## src/rtl/ppu_oam_dma.sv

```systemverilog
// OAM DMA engine: copies a 160-byte source page into the PPU's
// 16-bit OAM, one byte per M-cycle, packing byte pairs into words.
module ppu_oam_dma #(
  parameter int BYTES           = 160,
  parameter int CYCLES_PER_BYTE = 4
) (
  input  logic        i_clk,
  input  logic        i_rst,
  input  logic        i_reg_write,
  input  logic [7:0]  i_reg_d_wr,
  output logic [7:0]  o_reg_d_rd,
  output logic        o_dma_active,
  output logic [15:0] o_dma_src_addr,
  input  logic [7:0]  i_dma_d_in,
  output logic [6:0]  o_oam_addr,
  output logic [15:0] o_oam_d_wr,
  output logic        o_oam_write
);

  localparam int PW =
    (CYCLES_PER_BYTE > 1) ? $clog2(CYCLES_PER_BYTE) : 1;
  localparam logic [PW-1:0] PH_LAST = PW'(CYCLES_PER_BYTE - 1);
  localparam logic [7:0]    B_LAST  = 8'(BYTES - 1);

  typedef enum logic [1:0] {
    S_IDLE,
    S_START,
    S_XFER,
    S_FLUSH
  } state_t;

  state_t        r_state, w_state_n;
  logic [PW-1:0] r_phase, w_phase_n;
  logic [7:0]    r_byte_idx, w_idx_n;
  logic [7:0]    r_page, w_page_n;
  logic [7:0]    r_low, w_low_n;
  logic [7:0]    r_reg_d_rd, w_rd_n;
  logic          r_oam_write, w_wr_n;
  logic [6:0]    r_oam_addr, w_oaddr_n;
  logic [15:0]   r_oam_d_wr, w_odata_n;
  logic [7:0]    w_page_eff;

  // Echo RAM pages E0-FF fold back onto C0-DF.
  assign w_page_eff = (r_page >= 8'hE0) ? (r_page - 8'h20) : r_page;

  assign o_reg_d_rd     = r_reg_d_rd;
  assign o_dma_src_addr = {w_page_eff, r_byte_idx};
  assign o_dma_active   = (r_state == S_XFER) || (r_state == S_FLUSH);
  assign o_oam_addr     = r_oam_addr;
  assign o_oam_d_wr     = r_oam_d_wr;
  assign o_oam_write    = r_oam_write;

  // Next-state: a register write restarts from any state.
  always_comb begin
    w_state_n = r_state;
    w_phase_n = r_phase;
    w_idx_n   = r_byte_idx;
    w_page_n  = r_page;
    w_low_n   = r_low;
    w_rd_n    = r_reg_d_rd;
    w_wr_n    = 1'b0;
    w_oaddr_n = r_oam_addr;
    w_odata_n = r_oam_d_wr;
    if (i_reg_write) begin
      w_state_n = S_START;
      w_phase_n = '0;
      w_idx_n   = 8'h00;
      w_page_n  = i_reg_d_wr;
      w_rd_n    = i_reg_d_wr;
      w_low_n   = 8'h00;
    end else begin
      unique case (r_state)
        S_IDLE: begin
        end
        S_START: begin
          if (r_phase == PH_LAST) begin
            w_state_n = S_XFER;
            w_phase_n = '0;
            w_idx_n   = 8'h00;
          end else begin
            w_phase_n = r_phase + 1'b1;
          end
        end
        S_XFER: begin
          if (r_phase == PH_LAST) begin
            w_phase_n = '0;
            if (!r_byte_idx[0]) begin
              w_low_n = i_dma_d_in;
            end else begin
              w_wr_n    = 1'b1;
              w_oaddr_n = r_byte_idx[7:1];
              w_odata_n = {i_dma_d_in, r_low};
            end
            if (r_byte_idx == B_LAST) begin
              w_state_n = S_FLUSH;
            end else begin
              w_idx_n = r_byte_idx + 8'h01;
            end
          end else begin
            w_phase_n = r_phase + 1'b1;
          end
        end
        S_FLUSH: begin
          w_state_n = S_IDLE;
          w_idx_n   = 8'h00;
        end
        default: begin
          w_state_n = S_IDLE;
        end
      endcase
    end
  end

  // State and datapath registers with synchronous reset.
  always_ff @(posedge i_clk) begin
    if (i_rst) begin
      r_state     <= S_IDLE;
      r_phase     <= '0;
      r_byte_idx  <= 8'h00;
      r_page      <= 8'h00;
      r_low       <= 8'h00;
      r_reg_d_rd  <= 8'hFF;
      r_oam_write <= 1'b0;
      r_oam_addr  <= 7'h00;
      r_oam_d_wr  <= 16'h0000;
    end else begin
      r_state     <= w_state_n;
      r_phase     <= w_phase_n;
      r_byte_idx  <= w_idx_n;
      r_page      <= w_page_n;
      r_low       <= w_low_n;
      r_reg_d_rd  <= w_rd_n;
      r_oam_write <= w_wr_n;
      r_oam_addr  <= w_oaddr_n;
      r_oam_d_wr  <= w_odata_n;
    end
  end

endmodule
```

## config.mk

```make
export PLATFORM = sky130hd
export DESIGN_NAME = ppu_oam_dma
export DESIGN_NICKNAME = d
export VERILOG_FILES = /design/src/rtl/ppu_oam_dma.sv
export SDC_FILE = /design/constraint.sdc
export NUM_CORES = 1
export LEC_CHECK = 0
export CORE_MARGIN = 2
export CORE_UTILIZATION = 43
export CTS_CLUSTER_DIAMETER = 60
export CTS_CLUSTER_SIZE = 12
export DETAILED_ROUTE_END_ITERATION = 6
export HOLD_SLACK_MARGIN = 0.12
export PLACE_DENSITY = 0.72
export SETUP_SLACK_MARGIN = 0.05
export SYNTH_ARGS = -nofsm -noshare
export SYNTH_HDL_FRONTEND = slang
export SYNTH_SLANG_ARGS = --single-unit
```

## constraint.sdc

```tcl
create_clock -name i_clk -period 1.8 [get_ports i_clk]
set_clock_uncertainty 0.1 [all_clocks]
set_input_delay 0.54 -clock i_clk [delete_from_list [all_inputs] [get_ports i_clk]]
set_output_delay 0.54 -clock i_clk [all_outputs]
set_load 0.005 [all_outputs]
```

==> results.cfg <==
[worst_setup_path]
worst-r2r-cell-count = 6
reg2reg_to = r_byte_idx[3]$_SDFFE_PP0P_
crit_start = r_state[1]$_SDFFE_PP0P_
worstPathMaxFanout = 3
cp.arrival_ns = 1.21
ff2ff_setup_slack_ns = 0.06
r2r-start = r_state[0]$_SDFFE_PP0P_
required_ns = 1.16
end_kind = primary output
worst_setup_path_start_kind = register
path_class = reg2out
endpoint = o_dma_active

[clock_tree]
htree_levels = 3
clock_path_buffers = 2
cts_buffers = 9
clk_pin_slew_worst_paths_ns = 0.07
cts.sinks = 60
hold_buffers = 0
clk_latency_ns = 0.33
cts_tree = built
root_buffer = clkbuf_8

[synthesis]
syn-num-nets = 317
synth-edff-count = 0
synth_seq_cells = 60
synth.avg_cell_area_um2 = 8.52
syn_inst = 290
synth-async-reset-ratio_pct = 0
synth_top_area_share_pct = 48.6
yosysTopAreaCell = dfxtp_1
syn-cell-area_mm2 = 0.00247
ys_seq_area_share_pct = 48.6
synth_flop_cell = dfxtp_1
synth_area_leaders = dfxtp_1 49%, a21oi_1 9.9%, nand2_1 9.9%
ys_warn_count = 0
ys_types = 36

[final_layout]
final_nets = 414
n_fill_cell = 467
final_cell_area_mm2 = 0.00369
final_layout_size_suffix_gt1_share_pct = 25.6
n_antenna_cell = 0
area_delta_synth_final_pct = 49.6

[power]
ir_worst_vdd_mv = 0.362
leakage_nw = 1.57
p_per_area_mw_per_mm2 = 753
p_total_mw = 2.78

[timing]
fin_crit_ns = 1.85
final-setup-viol-count = 2
slew_violations = 0
max_freq_mhz = 542
rsz0062_at_grt = yes
period_share_pct = 103
relSlewSlack_pct = 73.9
tightest_slew_ns = 0.392
timing.final.hold_violations = 0
fin_ws_ns = -0.0467
holdWs_ns = 0.350

[placement]
dpl.hpwl_um = 4010
globalplace.congestion = 0.839
port_buffers = 67
placed_area_mm2 = 0.00337

[detailed_routing]
drtIter0Drc = 112
drt-pass1-iter-count = 4
wl_per_cell_um = 13.5
drt-total-wl_um = 6250
post_drt_via_cell_ratio = 5.08
ant_nets = 0
drc = 0
num_vias = 2351

[grt]
antenna_found_initial = 0
first_global_vias = 2197
grt_pass1_wl_um = 10000
grt_overflow = 0
grt_max_degree = 40
grt_util_all_layers_pct = 20.4

[die]
fp-row-count = 27
start_util_pct = 44.6
die_h_um = 79.8
die_area_mm2 = 0.00637
core-area_mm2 = 0.00554
boundaryPins = 68
dieWidth_um = 79.8

[run]
max_cap_violations = 0

[outcome]
violations = setup timing
status = finished, violations left

[worst_hold_path]
worstHoldPathCells = 2
hold_class = reg2reg
-- timing repair --
action,CTS,global route
resized for setup,84,18
pin swaps,8,5
endpoints found under the setup margin,52,30
buffers inserted,10,0
-- kinds of logic (layout without fill, tap and decap cells) --
family / count (synthesis) / in the layout / synth area share (%)
adders and majority gates: 8 / 8 / 4.05
DFF: 60 / 60 / 48.6
muxes: 4 / 4 / 1.72
AOI/OAI and AO/OA: 75 / 75 / 17.7
buffers and inverters: 31 / 132 / 6.74
and+or+nand+nor: 112 / 112 / 21.1
-- synth_stat cells (3+ instances only) --
cell type and instances:
nor3_1 3, nand2_1 65, buf_4 5, a211o_1 8, a31oi_1 4, buf_6 4
o21ai_0 6, dfxtp_1 60, nor2_1 16, a21oi_1 49, ha_1 8, clkbuf_1 12
or2_2 3, inv_1 8, nand3_1 5, and2_1 8
-- state kept, by name, summed over array words and instances (netlist names) --
signal,count
o_oam_d_wr,16
o_reg_d_rd,8
r_byte_idx,8
r_low,8
r_page,8
o_oam_addr,7
r_phase,2
r_state,2
o_oam_write,1
-- cells in the final DEF (no fill, tap or decap), types with 2 or more instances in the layout --
master,count
nand2_1,64
dfxtp_1,48
a21oi_1,46
dlygate4sd2_1,45
buf_4,39
clkdlybuf4s50_1,18
nor2_1,14
clkbuf_8,10
and2_1,8
a211o_1,8
dfxtp_2,7
o21ai_0,6
nand3_1,5
ha_4,5
dfxtp_4,5
inv_2,4
a31oi_1,4
inv_1,4
a21oi_2,3
clkinv_2,3
buf_2,3
or2_2,2
nand4_1,2
a311oi_1,2
nor3b_1,2
mux2i_1,2
nor3_1,2
mux2_2,2
ha_1,2
buf_12,2
-- metal layers --
layer / track usage, % / vias to the layer above / share of wire (%)
met3: 5.20 / 12 / 7.0
met1: 25.9 / 1063 / 46
met2: 32.1 / 96 / 45
met4: 10.5 / 0 / 1.8
li1: - / 1180 / -
met5: 0 / - / 0
-- how the worst min path moves through the flow --
| stage | to | slack (ns) | start |
|---|---|---|---|
| 6_report | o_oam_d_wr[3]$_SDFFE_PP0P_ | 0.35 | r_low[3]$_SDFFE_PP0P_ |
| 5_1_grt | o_oam_addr[2]$_SDFFE_PP0P_ | 0.37 | o_oam_addr[2]$_SDFFE_PP0P_ |
| 4_1_cts | o_oam_d_wr[4]$_SDFFE_PP0P_ | 0.35 | o_oam_d_wr[4]$_SDFFE_PP0P_ |
| 3_5_place_dp | o_oam_d_wr[4]$_SDFFE_PP0P_ | 0.35 | o_oam_d_wr[4]$_SDFFE_PP0P_ |
| 3_3_place_gp | o_oam_d_wr[6]$_SDFFE_PP0P_ | 0.34 | r_low[6]$_SDFFE_PP0P_ |
| 2_1_floorplan | o_oam_d_wr[0]$_SDFFE_PP0P_ | 0.33 | r_low[0]$_SDFFE_PP0P_ |
-- cell type report --
cell class	count	area, um^2	share of cell area, %
well taps	72	90.1	2.44
multi-input cells	199	1220	33.0
flip-flops and latches	60	1230	33.3
clock inverters	5	52.6	1.42
repair buffers	108	933	25.3
clock buffers	10	138	3.73
inverters	9	33.8	0.914
-- power breakdown --
part	leakage (nW)	internal, mW	switching (mW)
combinational	0.975	0.141	0.110
clock	0.0979	0.661	0.505
sequential	0.494	1.35	0.0153
-- worst max-delay path: stages, from the launching register on --
cell and delay (ns):
dfxtp_4 0.36, ha_2 0.17, or2_4 0.24, buf_6 0.11
-- through the flow --
stage / setup slack (ns) / utilization (%) / TNS [ns] / std cells
floorplan: 0.0571 / - / 0 / 290
global placement: -0.155 / 60.8 / -4.37 / 438
detailed placement: -0.188 / 60.8 / -5.97 / 438
CTS: -0.0674 / 65.3 / -0.0906 / 463
global route: -0.102 / 66.7 / -0.288 / 463
finish: -0.0467 / 66.7 / -0.0592 / 463
Note: power is estimated with default switching activity, not from simulation.
